<file path="src/rtl/hba_quad_pkg.sv">
// rtl/hba_quad_pkg.sv - shared register map, bit indices and quadrature step decode for hba_quad
package hba_quad_pkg;

   localparam int COUNT_WIDTH = 16;

   localparam int OFF_CTRL    = 0;
   localparam int OFF_STATUS  = 1;
   localparam int OFF_CNT0_LO = 2;
   localparam int OFF_CNT0_HI = 3;
   localparam int OFF_CNT1_LO = 4;
   localparam int OFF_CNT1_HI = 5;

   localparam int CTRL_EN0    = 0;
   localparam int CTRL_EN1    = 1;
   localparam int CTRL_INT_EN = 2;
   localparam int CTRL_CLR    = 3;

   localparam int STAT_CHG0   = 0;
   localparam int STAT_CHG1   = 1;
   localparam int STAT_ERR0   = 2;
   localparam int STAT_ERR1   = 3;

   typedef enum logic [1:0] {
      STEP_NONE    = 2'b00,
      STEP_INC     = 2'b01,
      STEP_DEC     = 2'b10,
      STEP_ILLEGAL = 2'b11
   } step_e;

   // Position of an {A,B} pair on the 00->01->11->10 cycle (0..3).
   function automatic logic [1:0] gray_pos(input logic [1:0] ab);
      return {ab[1], ab[1] ^ ab[0]};
   endfunction

   // Distance between positions: 1 forward, 3 backward, 2 means both bits flipped.
   function automatic step_e decode_step(input logic [1:0] prev_ab, input logic [1:0] cur_ab);
      logic [1:0] diff;
      diff = gray_pos(cur_ab) - gray_pos(prev_ab);
      case (diff)
         2'd0:    return STEP_NONE;
         2'd1:    return STEP_INC;
         2'd3:    return STEP_DEC;
         default: return STEP_ILLEGAL;
      endcase
   endfunction

endpackage

</file>
<file path="src/rtl/hba_quad_decoder.sv">
// rtl/hba_quad_decoder.sv - one quadrature channel: synchronizer, optional QUAD_GLITCH_FILTER_EN filter, x4 decode, 16-bit counter
module hba_quad_decoder
   import hba_quad_pkg::*;
(
   input  logic                   clk,
   input  logic                   resetn,
   input  logic                   en,
   input  logic                   clr,
   input  logic                   a,
   input  logic                   b,
   output logic [COUNT_WIDTH-1:0] count,
   output logic                   chg,
   output logic                   err
);

   logic [1:0]             sync1_q, sync1_d;
   logic [1:0]             sync2_q, sync2_d;
   logic [1:0]             prev_q, prev_d;
   logic [COUNT_WIDTH-1:0] cnt_q, cnt_d;
   logic [1:0]             ab_dec;
   step_e                  step;

`ifdef QUAD_GLITCH_FILTER_EN
   logic [1:0] hist0_q, hist0_d;
   logic [1:0] hist1_q, hist1_d;
   logic [1:0] filt_q, filt_d;

   // Each bit only moves once it has held the same level for three samples.
   always_comb begin
      hist0_d = sync2_q;
      hist1_d = hist0_q;
      filt_d  = filt_q;
      for (int i = 0; i < 2; i++) begin
         if ((sync2_q[i] == hist0_q[i]) && (hist0_q[i] == hist1_q[i])) begin
            filt_d[i] = sync2_q[i];
         end
      end
   end

   // Filter history and output registers.
   always_ff @(posedge clk) begin
      if (!resetn) begin
         hist0_q <= '0;
         hist1_q <= '0;
         filt_q  <= '0;
      end else begin
         hist0_q <= hist0_d;
         hist1_q <= hist1_d;
         filt_q  <= filt_d;
      end
   end

   assign ab_dec = filt_q;
`else
   assign ab_dec = sync2_q;
`endif

   // Synchronize, compare against the previous pair, and step the counter.
   always_comb begin
      sync1_d = {a, b};
      sync2_d = sync1_q;
      prev_d  = ab_dec;
      step    = decode_step(prev_q, ab_dec);
      cnt_d   = cnt_q;
      chg     = 1'b0;
      err     = 1'b0;
      if (en) begin
         case (step)
            STEP_INC: begin
               cnt_d = cnt_q + COUNT_WIDTH'(1);
               chg   = 1'b1;
            end
            STEP_DEC: begin
               cnt_d = cnt_q - COUNT_WIDTH'(1);
               chg   = 1'b1;
            end
            STEP_ILLEGAL: err = 1'b1;
            default: ;
         endcase
      end
      // A pending clear overrides any step landing in the same cycle.
      if (clr) begin
         cnt_d = '0;
      end
   end

   // Channel state registers; previous pair keeps tracking even while disabled.
   always_ff @(posedge clk) begin
      if (!resetn) begin
         sync1_q <= '0;
         sync2_q <= '0;
         prev_q  <= '0;
         cnt_q   <= '0;
      end else begin
         sync1_q <= sync1_d;
         sync2_q <= sync2_d;
         prev_q  <= prev_d;
         cnt_q   <= cnt_d;
      end
   end

   assign count = cnt_q;

endmodule

</file>
<file path="src/rtl/hba_quad.sv">
// rtl/hba_quad.sv - HBA slave with two quadrature counters; QUAD_GLITCH_FILTER_EN enables the input glitch filter
module hba_quad
   import hba_quad_pkg::*;
#(
   parameter int DBUS_WIDTH        = 8,
   parameter int PERIPH_ADDR_WIDTH = 4,
   parameter int REG_ADDR_WIDTH    = 8,
   parameter int ADDR_WIDTH        = PERIPH_ADDR_WIDTH + REG_ADDR_WIDTH,
   parameter int PERIPH_ADDR       = 5
)(
   input  logic                  hba_clk,
   input  logic                  hba_reset,
   input  logic                  hba_rnw,
   input  logic                  hba_select,
   input  logic [ADDR_WIDTH-1:0] hba_abus,
   input  logic [DBUS_WIDTH-1:0] hba_dbus,
   output logic [DBUS_WIDTH-1:0] hba_dbus_slave,
   output logic                  hba_xferack_slave,
   output logic                  slave_interrupt,
   input  logic [1:0]            quad_a,
   input  logic [1:0]            quad_b
);

   logic                      hit;
   logic [REG_ADDR_WIDTH-1:0] reg_off;
   logic                      rd_en, wr_en;
   logic                      ack_q, ack_d;
   logic                      done_q, done_d;
   logic                      irq_q, irq_d;
   logic [DBUS_WIDTH-1:0]     rdata_q, rdata_d;
   logic [3:0]                ctrl_q, ctrl_d;
   logic [3:0]                status_q, status_d;
   logic [7:0]                shadow0_q, shadow0_d;
   logic [7:0]                shadow1_q, shadow1_d;
   logic [7:0]                rd_byte;
   logic [COUNT_WIDTH-1:0]    count0, count1;
   logic                      chg0, chg1, err0, err1;
   logic                      unused_dbus;

   assign hit     = hba_select &&
                    (hba_abus[ADDR_WIDTH-1:REG_ADDR_WIDTH] == PERIPH_ADDR_WIDTH'(PERIPH_ADDR));
   assign reg_off = hba_abus[REG_ADDR_WIDTH-1:0];

   // Only the low nibble of write data carries register bits.
   assign unused_dbus = ^hba_dbus[DBUS_WIDTH-1:4];

   hba_quad_decoder u_dec0 (
      .clk    (hba_clk),
      .resetn (hba_reset),
      .en     (ctrl_q[CTRL_EN0]),
      .clr    (ctrl_q[CTRL_CLR]),
      .a      (quad_a[0]),
      .b      (quad_b[0]),
      .count  (count0),
      .chg    (chg0),
      .err    (err0)
   );

   hba_quad_decoder u_dec1 (
      .clk    (hba_clk),
      .resetn (hba_reset),
      .en     (ctrl_q[CTRL_EN1]),
      .clr    (ctrl_q[CTRL_CLR]),
      .a      (quad_a[1]),
      .b      (quad_b[1]),
      .count  (count1),
      .chg    (chg1),
      .err    (err1)
   );

   // One-cycle ack per hit; re-arm only after select has dropped.
   always_comb begin
      ack_d  = hit && !ack_q && !done_q;
      done_d = hba_select && (done_q || ack_d);
      rd_en  = ack_d && hba_rnw;
      wr_en  = ack_d && !hba_rnw;
   end

   // Read mux; CTRL.clr is write-only and always reads back as 0.
   always_comb begin
      rd_byte = '0;
      case (reg_off)
         REG_ADDR_WIDTH'(OFF_CTRL):    rd_byte = {5'b0, ctrl_q[CTRL_INT_EN], ctrl_q[CTRL_EN1], ctrl_q[CTRL_EN0]};
         REG_ADDR_WIDTH'(OFF_STATUS):  rd_byte = {4'b0, status_q};
         REG_ADDR_WIDTH'(OFF_CNT0_LO): rd_byte = count0[7:0];
         REG_ADDR_WIDTH'(OFF_CNT0_HI): rd_byte = shadow0_q;
         REG_ADDR_WIDTH'(OFF_CNT1_LO): rd_byte = count1[7:0];
         REG_ADDR_WIDTH'(OFF_CNT1_HI): rd_byte = shadow1_q;
         default:                      rd_byte = '0;
      endcase
   end

   // Register writes, W1C status with set-wins, LO-read shadowing and interrupt.
   always_comb begin
      ctrl_d           = ctrl_q;
      ctrl_d[CTRL_CLR] = 1'b0;
      status_d         = status_q;
      shadow0_d        = shadow0_q;
      shadow1_d        = shadow1_q;
      rdata_d          = '0;
      if (wr_en && (reg_off == REG_ADDR_WIDTH'(OFF_CTRL))) begin
         ctrl_d = hba_dbus[3:0];
      end
      if (wr_en && (reg_off == REG_ADDR_WIDTH'(OFF_STATUS))) begin
         status_d = status_q & ~hba_dbus[3:0];
      end
      if (chg0) status_d[STAT_CHG0] = 1'b1;
      if (chg1) status_d[STAT_CHG1] = 1'b1;
      if (err0) status_d[STAT_ERR0] = 1'b1;
      if (err1) status_d[STAT_ERR1] = 1'b1;
      if (rd_en) begin
         rdata_d = DBUS_WIDTH'(rd_byte);
         if (reg_off == REG_ADDR_WIDTH'(OFF_CNT0_LO)) shadow0_d = count0[COUNT_WIDTH-1:8];
         if (reg_off == REG_ADDR_WIDTH'(OFF_CNT1_LO)) shadow1_d = count1[COUNT_WIDTH-1:8];
      end
      irq_d = ctrl_q[CTRL_INT_EN] && (|status_q);
   end

   // Bus-side state registers.
   always_ff @(posedge hba_clk) begin
      if (!hba_reset) begin
         ack_q     <= 1'b0;
         done_q    <= 1'b0;
         irq_q     <= 1'b0;
         rdata_q   <= '0;
         ctrl_q    <= '0;
         status_q  <= '0;
         shadow0_q <= '0;
         shadow1_q <= '0;
      end else begin
         ack_q     <= ack_d;
         done_q    <= done_d;
         irq_q     <= irq_d;
         rdata_q   <= rdata_d;
         ctrl_q    <= ctrl_d;
         status_q  <= status_d;
         shadow0_q <= shadow0_d;
         shadow1_q <= shadow1_d;
      end
   end

   assign hba_xferack_slave = ack_q;
   assign hba_dbus_slave    = rdata_q;
   assign slave_interrupt   = irq_q;

endmodule

</file>
<file path="config.mk">
export PLATFORM = sky130hd
export DESIGN_NAME = hba_quad
export DESIGN_NICKNAME = d
export VERILOG_FILES = /design/src/rtl/hba_quad_pkg.sv /design/src/rtl/hba_quad_decoder.sv /design/src/rtl/hba_quad.sv
export SDC_FILE = /design/constraint.sdc
export NUM_CORES = 1
export LEC_CHECK = 0
export CAP_MARGIN = 20
export CORE_MARGIN = 2
export CORE_UTILIZATION = 35
export CTS_CLUSTER_SIZE = 14
export DETAILED_ROUTE_END_ITERATION = 16
export MAX_ROUTING_LAYER = met4
export PLACE_DENSITY = 0.54
export SYNTH_ARGS = -nofsm -noshare
export SYNTH_HDL_FRONTEND = slang
export SYNTH_HIERARCHICAL = 1
export SYNTH_SLANG_ARGS = --single-unit
</file>
<file path="constraint.sdc">
create_clock -name hba_clk -period 2.74 [get_ports hba_clk]
set_input_delay 0.548 -clock hba_clk [delete_from_list [all_inputs] [get_ports hba_clk]]
set_output_delay 0.548 -clock hba_clk [all_outputs]
set_load 0.1 [all_outputs]
</file>
== Yosys cells after proc, flatten, opt, wreduce, memory -nomap -nowiden ==
Cells that the tools add are included.

* Bits in registers: 79
* Latch bits: 0
* Bits in writable memories: 0
* ROM bits: 0
* Input bits: 28
* Output and inout bits: 10
* Logic and storage cells: 99
* Memories kept: 0

* Add/subtract/negate cells: 6
* $mul: 0
* Div/mod/pow operators: 0
* Magnitude comparators: 0
* Equality and inequality tests: 16
* Shifts and indexed selects: 0
* Multiplexer cells: 18
* Bitwise gates (word level): 7
* Reductions and logical operators: 32

{| class="wikitable"
|+ Operator list
! kind !! number
|-
| case mux 16 bit (2 select lines) || 2
|-
| case mux 8 bit (6 select lines) || 1
|-
| adder 16 x 1 -> 16 bit (second input constant) || 2
|-
| subtractor 16 x 1 -> 16 bit (second input constant) || 2
|-
| equality test 8 x 2 -> 1 bit (second input constant) || 2
|-
| equality test 8 x 3 -> 1 bit (second input constant) || 2
|-
| equality test 2 bit (second input constant) || 6
|-
| two-way mux 1 bit || 12
|-
| case mux 2 bit (3 select lines) || 2
|-
| AND reduction 2 bit || 6
|-
| nonzero test 2 bit || 6
|-
| logical AND 1 bit || 9
|-
| equality test 2 x 1 -> 1 bit (second input constant) || 4
|-
| equality test 8 x 1 -> 1 bit (second input constant) || 1
|-
| logical NOT 8 bit || 1
|-
| OR reduction 2 bit || 3
|-
| AND 4 bit || 1
|-
| equality test 4 x 3 -> 1 bit (second input constant) || 1
|-
| logical NOT 2 bit || 2
|-
| two-way mux 4 bit || 1
|-
| inverter 4 bit || 1
|-
| OR reduction 4 bit || 1
|-
| subtractor 2 bit || 2
|-
| bitwise XOR 1 bit || 4
|-
| 3 further kinds || 5
|}

== Logic depth before layout (Yosys ltp) ==
* Depth in word-level cells: 9
* Gate-level depth with buffers: 12
* Depth with buffers taken out: 11

== By module ==
Netlist, hierarchy kept.

{| class="wikitable"
|+ By module, submodules not included
! module !! times used !! cells each !! area each (um2) !! sequential area each (um2)
|-
| hba_quad_decoder || 2 || 181 || 1541.5 || 440.4
|-
| hba_quad || 1 || 177 || 1721.7 || 700.7
|}

== Worst setup path before layout ==
No wires, ideal clock.

* Kind: register to register
* Start: reg u_dec0.prev_q[1]
* End: reg u_dec0.cnt_q[10], in the netlist u_dec0/count[10]
* Setup time: 0.072 ns
* Data arrival time: 2.862 ns
* Data required time: 2.668 ns
* Slack: -0.193 ns
* Stages on the path, launching flop included: 13
* Path buffers: 1
* Period minus slack after synthesis: 2.933 ns
* Path through: dfxtp_1 xor2_1 ha_1 xor3_1 clkbuf_1 nand2_1 xnor2_1 ha_1 nor4_1 a211oi_1 a21oi_1 mux2i_1 mux2i_1

* Word-level cells in the longest chain between the ends: 7
* Elaborated cells on any way between the ends: 11
* Classes of those cells: add/sub: 1; eq/ne: 4; mux: 2; bitwise: 1; reduce/logical: 3

{| class="wikitable"
|+ RTL lines
! item !! line !! source
|-
| start: declaration || hba_quad_decoder.sv:18 || <nowiki>logic [1:0] prev_q, prev_d;</nowiki>
|-
| start signal: assignment || hba_quad_decoder.sv:97 || <nowiki>prev_q <= prev_d;</nowiki>
|-
| bitwise XOR 1 bit || hba_quad_pkg.sv:32 || <nowiki>return {ab[1], ab[1] ^ ab[0]};</nowiki>
|-
| subtractor 2 bit (*) || hba_quad_pkg.sv:38 || <nowiki>diff = gray_pos(cur_ab) - gray_pos(prev_ab);</nowiki>
|-
| equality test 2 bit (tied with other cells) || hba_quad_pkg.sv:39 || <nowiki>case (diff)</nowiki>
|-
| case mux 2 bit (3 select lines) (*) || hba_quad_pkg.sv:39 ||
|-
| equality test 2 x 1 -> 1 bit or equality test 2 bit (tied branches) || hba_quad_decoder.sv:68 || <nowiki>case (step)</nowiki>
|-
| nonzero test 2 bit (no source line) || - ||
|-
| AND reduction 2 bit (no source line) || - ||
|-
| end signal: assignment || hba_quad_decoder.sv:98 || <nowiki>cnt_q <= cnt_d;</nowiki>
|-
| end: declaration || hba_quad_decoder.sv:19 || <nowiki>logic [COUNT_WIDTH-1:0] cnt_q, cnt_d;</nowiki>
|}

Every way passes the cells marked *; elsewhere a longest branch is shown, timed or not.
A chain may end at the register's enable or synchronous reset.

== Worst setup path in the final report ==
* Start: reg u_dec0.sync2_q[1], in the netlist u_dec0/ab_dec[1]
* End: reg u_dec0.cnt_q[14], in the netlist u_dec0/count[14]

* Word-level cells in the longest chain between the ends: 7
* Elaborated cells on any way between the ends: 11
* Classes of those cells: add/sub: 1; eq/ne: 4; mux: 2; bitwise: 1; reduce/logical: 3

{| class="wikitable"
|+ RTL lines
! item !! line !! source
|-
| start: declaration || hba_quad_decoder.sv:17 || <nowiki>logic [1:0] sync2_q, sync2_d;</nowiki>
|-
| start signal: assignment || hba_quad_decoder.sv:96 || <nowiki>sync2_q <= sync2_d;</nowiki>
|-
| bitwise XOR 1 bit || hba_quad_pkg.sv:32 ||
|-
| subtractor 2 bit (*) || hba_quad_pkg.sv:38 ||
|-
| equality test 2 bit (tied with other cells) || hba_quad_pkg.sv:39 ||
|-
| case mux 2 bit (3 select lines) (*) || hba_quad_pkg.sv:39 ||
|-
| equality test 2 x 1 -> 1 bit or equality test 2 bit (tied branches) || hba_quad_decoder.sv:68 ||
|-
| nonzero test 2 bit (no source line) || - ||
|-
| AND reduction 2 bit (no source line) || - ||
|}

Marks and branches as above.

==> impl_metrics.json <==
{
  "status": "finished clean",
  "fin_tns_setup_ns": 0,
  "hold_end": "u_dec1/ab_dec[0]",
  "max_stage_delay_ns": 0.38,
  "crit_chain": "xnor2_1, ha_2, xor3_1, nand2_1, xnor2_1, ha_2, and3_2, o211a_1, a21oi_2, buf_4, a211o_1, nand2_1",
  "synth_seq_area_share": 0.3292,
  "layout-drive-gt1-share": 0.1791,
  "io_pins": 38,
  "critPathBufInv": 1,
  "coreArea_um2": 13350,
  "drc": 0,
  "placed_cell_area_um2": 5219,
  "fin_util": 0.4183,
  "synth-seq-cells": 79,
  "reg2reg_to": "u_dec0/count[14]",
  "finalSetupViolations": 0,
  "finClkSkew_ns": 0.003021,
  "power_density_nw_per_um2": 468.6,
  "hold_depth": 1,
  "setup.worst_path.start_class": "flop",
  "cp_slowest_cell": "dfxtp_1",
  "antenna_found_initial": 0,
  "syn-instance-count": 539,
  "dieArea_um2": 14680,
  "cts_hold_buf": 0,
  "yosys-top-cells-area": "dfxtp_1 (33%), mux2i_1 (7.3%), nand2_1 (5.2%), clkbuf_8 (3.7%), xnor2_1 (3.6%)",
  "fp-row-count": 42,
  "grt_max_degree": 31,
  "period_share": 0.9444,
  "cp_max_fo": 4,
  "p_int_mw": 2.006,
  "synth.top_cell.area_share": 0.3292,
  "path_class": "reg -> reg",
  "avgRoutedWirePerCell_um": 16.34,
  "grt_pass1_wl_mm": 20.16,
  "die_w_um": 121.2,
  "routed_wirelength_mm": 12.28,
  "clk_latency_ns": 0.34,
  "drtPass1Iterations": 4,
  "cp.arrival_ns": 2.87,
  "grt_usage": 0.1795,
  "total_power_mw": 2.616,
  "synthDistinctLibCells": 65,
  "p_clk_frac": 0.465,
  "hold_class": "reg -> reg",
  "yosys.area.top_type": "dfxtp_1",
  "syn_area_um2": 4805,
  "cts_buffers": 9,
  "nets": 603,
  "drtAntennaViolNets": 0,
  "finalInstanceArea_um2": 5583,
  "worstMarginPinSlew_ns": 0.5916,
  "grt_pass1_vias": 3918,
  "drv_slew": 0,
  "syn_avg_cell_area_um2": 8.914,
  "max_cap_viol_count": 0,
  "min-delay-start": "u_dec1/sync1_q[0]",
  "n_antenna_cell": 0,
  "grt-ovfl-total": 0,
  "multi_input_area_um2": 2963,
  "h-tree-depth": 3,
  "cts_setup_buffers": 0,
  "cp-end-kind": "flop",
  "ctsLongestPathBuffers": 2,
  "die_h_um": 121.2,
  "clock-root-buffer": "clkbuf_16",
  "via_per_inst": 5.438,
  "synth-async-reset-ratio": 0,
  "vias": 4084,
  "regArea_um2": 1583,
  "peakVddDrop_v": 0.0002978,
  "io_buffers": 33,
  "cts_tree": "built",
  "fmax_mhz": 386.5,
  "net-switching-power_mw": 0.6099,
  "hold_slack_ns": 0.4340,
  "timing.rr.start": "u_dec0/ab_dec[1]",
  "cts_resized": 0,
  "cts.sinks": 79,
  "place.gp.congestion": 0.8570,
  "start_util": 0.3600,
  "ys.flop_type": "dfxtp_1",
  "num-fill-cells": 1390,
  "ys_warn_count": 6,
  "cp_data_required_time_ns": 3.02,
  "sw_frac_of_total": 0.2331,
  "drtIter0Drc": 375,
  "seq_power_share": 0.443,
  "p_comb_frac": 0.092,
  "slew_headroom": 0.6002,
  "power.leakage_nw": 1.978,
  "fin_crit_ns": 2.588,
  "hold_viol": 0,
  "synth-edff-count": 0,
  "synth_nets": 571,
  "r2r_slack_ns": 0.15,
  "area_growth_pct": 16.20,
  "crit_family": "XOR/XNOR gates",
  "clk_pin_slew_ns": 0.06,
  "hpwl_mm": 8.745,
  "reg2reg_depth": 12
}
## registers in the layout, indices dropped and copies added, names as in the netlist, 4 cells and up
name	count
u_dec0/count	16
hba_dbus_slave	8
u_dec1/count	16
shadow0_q	8
shadow1_q	8
ctrl_q	4
status_q	4
## power by group through the flow
stage                     clock, mW  combinational, mW  sequential (mW)
final                          1.22              0.241             1.16
after global routing           1.31              0.263             1.16
after CTS                      1.26              0.237             1.16
after detailed placement          0              0.236             1.19
after global placement            0              0.232             1.19
after floorplan                   0              0.156             1.19
## cell families (layout without fill, tap and decap cells)
logic type,after synthesis,in the layout,synth area share
buffers and inverters,45,81,0.07370
adder cells (fa/ha/maj),4,4,0.01042
AO/OA/AOI/OAI,95,95,0.1331
XOR/XNOR,28,28,0.06354
multiplexers,41,41,0.09401
AND/OR/NAND/NOR,247,247,0.2961
flip-flops,79,79,0.3292
## through the flow
step                setup slack (ns)  instances
CTS                          0.02055        751
finish                        0.1525        751
floorplan                    0.04135        539
detailed placement           0.07992        736
global placement             0.09613        736
global route               -0.005245        751
## layout by cell type, fill, tap and decap left out, types with 12 or more instances in the layout
master	instances
dfxtp_1	78
nand2_1	66
nor2_1	41
buf_4	35
mux2i_1	34
a21oi_1	25
clkdlybuf4s50_1	22
xnor2_1	20
o21ai_0	17
and2_1	15
nor3_1	14
or4_1	12
## worst register-to-register path: stages (launching register included)
cell and delay [ns]:
dfxtp_1 0.38, xnor2_1 0.16, ha_2 0.22, xor3_1 0.24
nand2_1 0.15, xnor2_1 0.15, ha_2 0.26, and3_2 0.24
o211a_1 0.21, a21oi_2 0.06, buf_4 0.15, a211o_1 0.25
nand2_1 0.06
## worst max-delay path by stage
stage	start	endpoint	slack, ns	depth (start not counted)
4_1_cts	u_dec1/ab_dec[1]	u_dec1/count[10]	0.02	11
6_report	u_dec0/ab_dec[1]	u_dec0/count[14]	0.15	12
2_1_floorplan	u_dec0/prev_q[1]	u_dec0/count[10]	0.04	12
3_3_place_gp	u_dec1/ab_dec[1]	u_dec1/count[10]	0.1	11
5_1_grt	u_dec1/ab_dec[0]	u_dec1/count[12]	-0.005	11
3_5_place_dp	u_dec1/ab_dec[1]	u_dec1/count[10]	0.08	11
## area by class of cell
cell class,instances,share of cell area
Multi-Input combinational cell,415,0.5307
Sequential cell,79,0.2835
Timing Repair Buffer,58,0.08740
Clock buffer,12,0.04594
Tap cell,176,0.03944
Clock inverter,3,0.007620
Inverter,8,0.005379
## routing by layer
metal / routed length [um] / track usage / part of all wire
met2: 5993 / 0.2862 / 0.49
met3: 579 / 0.04229 / 0.047
met5: 0 / - / 0
met4: 63 / 0.04382 / 0.0051
met1: 5638 / 0.2311 / 0.46
## synthesized netlist by cell type, drive strengths merged (3+ instances only)
library cell / count
xnor2: 20
a31oi: 6
a21oi: 29
nand2b: 4
nand3: 11
nand2: 66
or4b: 4
xor2: 4
nor4: 14
mux2: 3
or4: 15
clkbuf: 25
buf: 11
mux4: 3
inv: 8
o2111ai: 6
o22a: 4
or3: 9
dfxtp: 79
and4: 10
a41oi: 4
nor2b: 3
nand4: 11
ha: 4
o21ai: 17
nor2: 45
o211ai: 8
mux2i: 35
nor3: 14
nor3b: 7
and3: 8
and2: 17
a2bb2oi: 5
a22oi: 3
nor4b: 4
(Power assumes the default switching activity.)
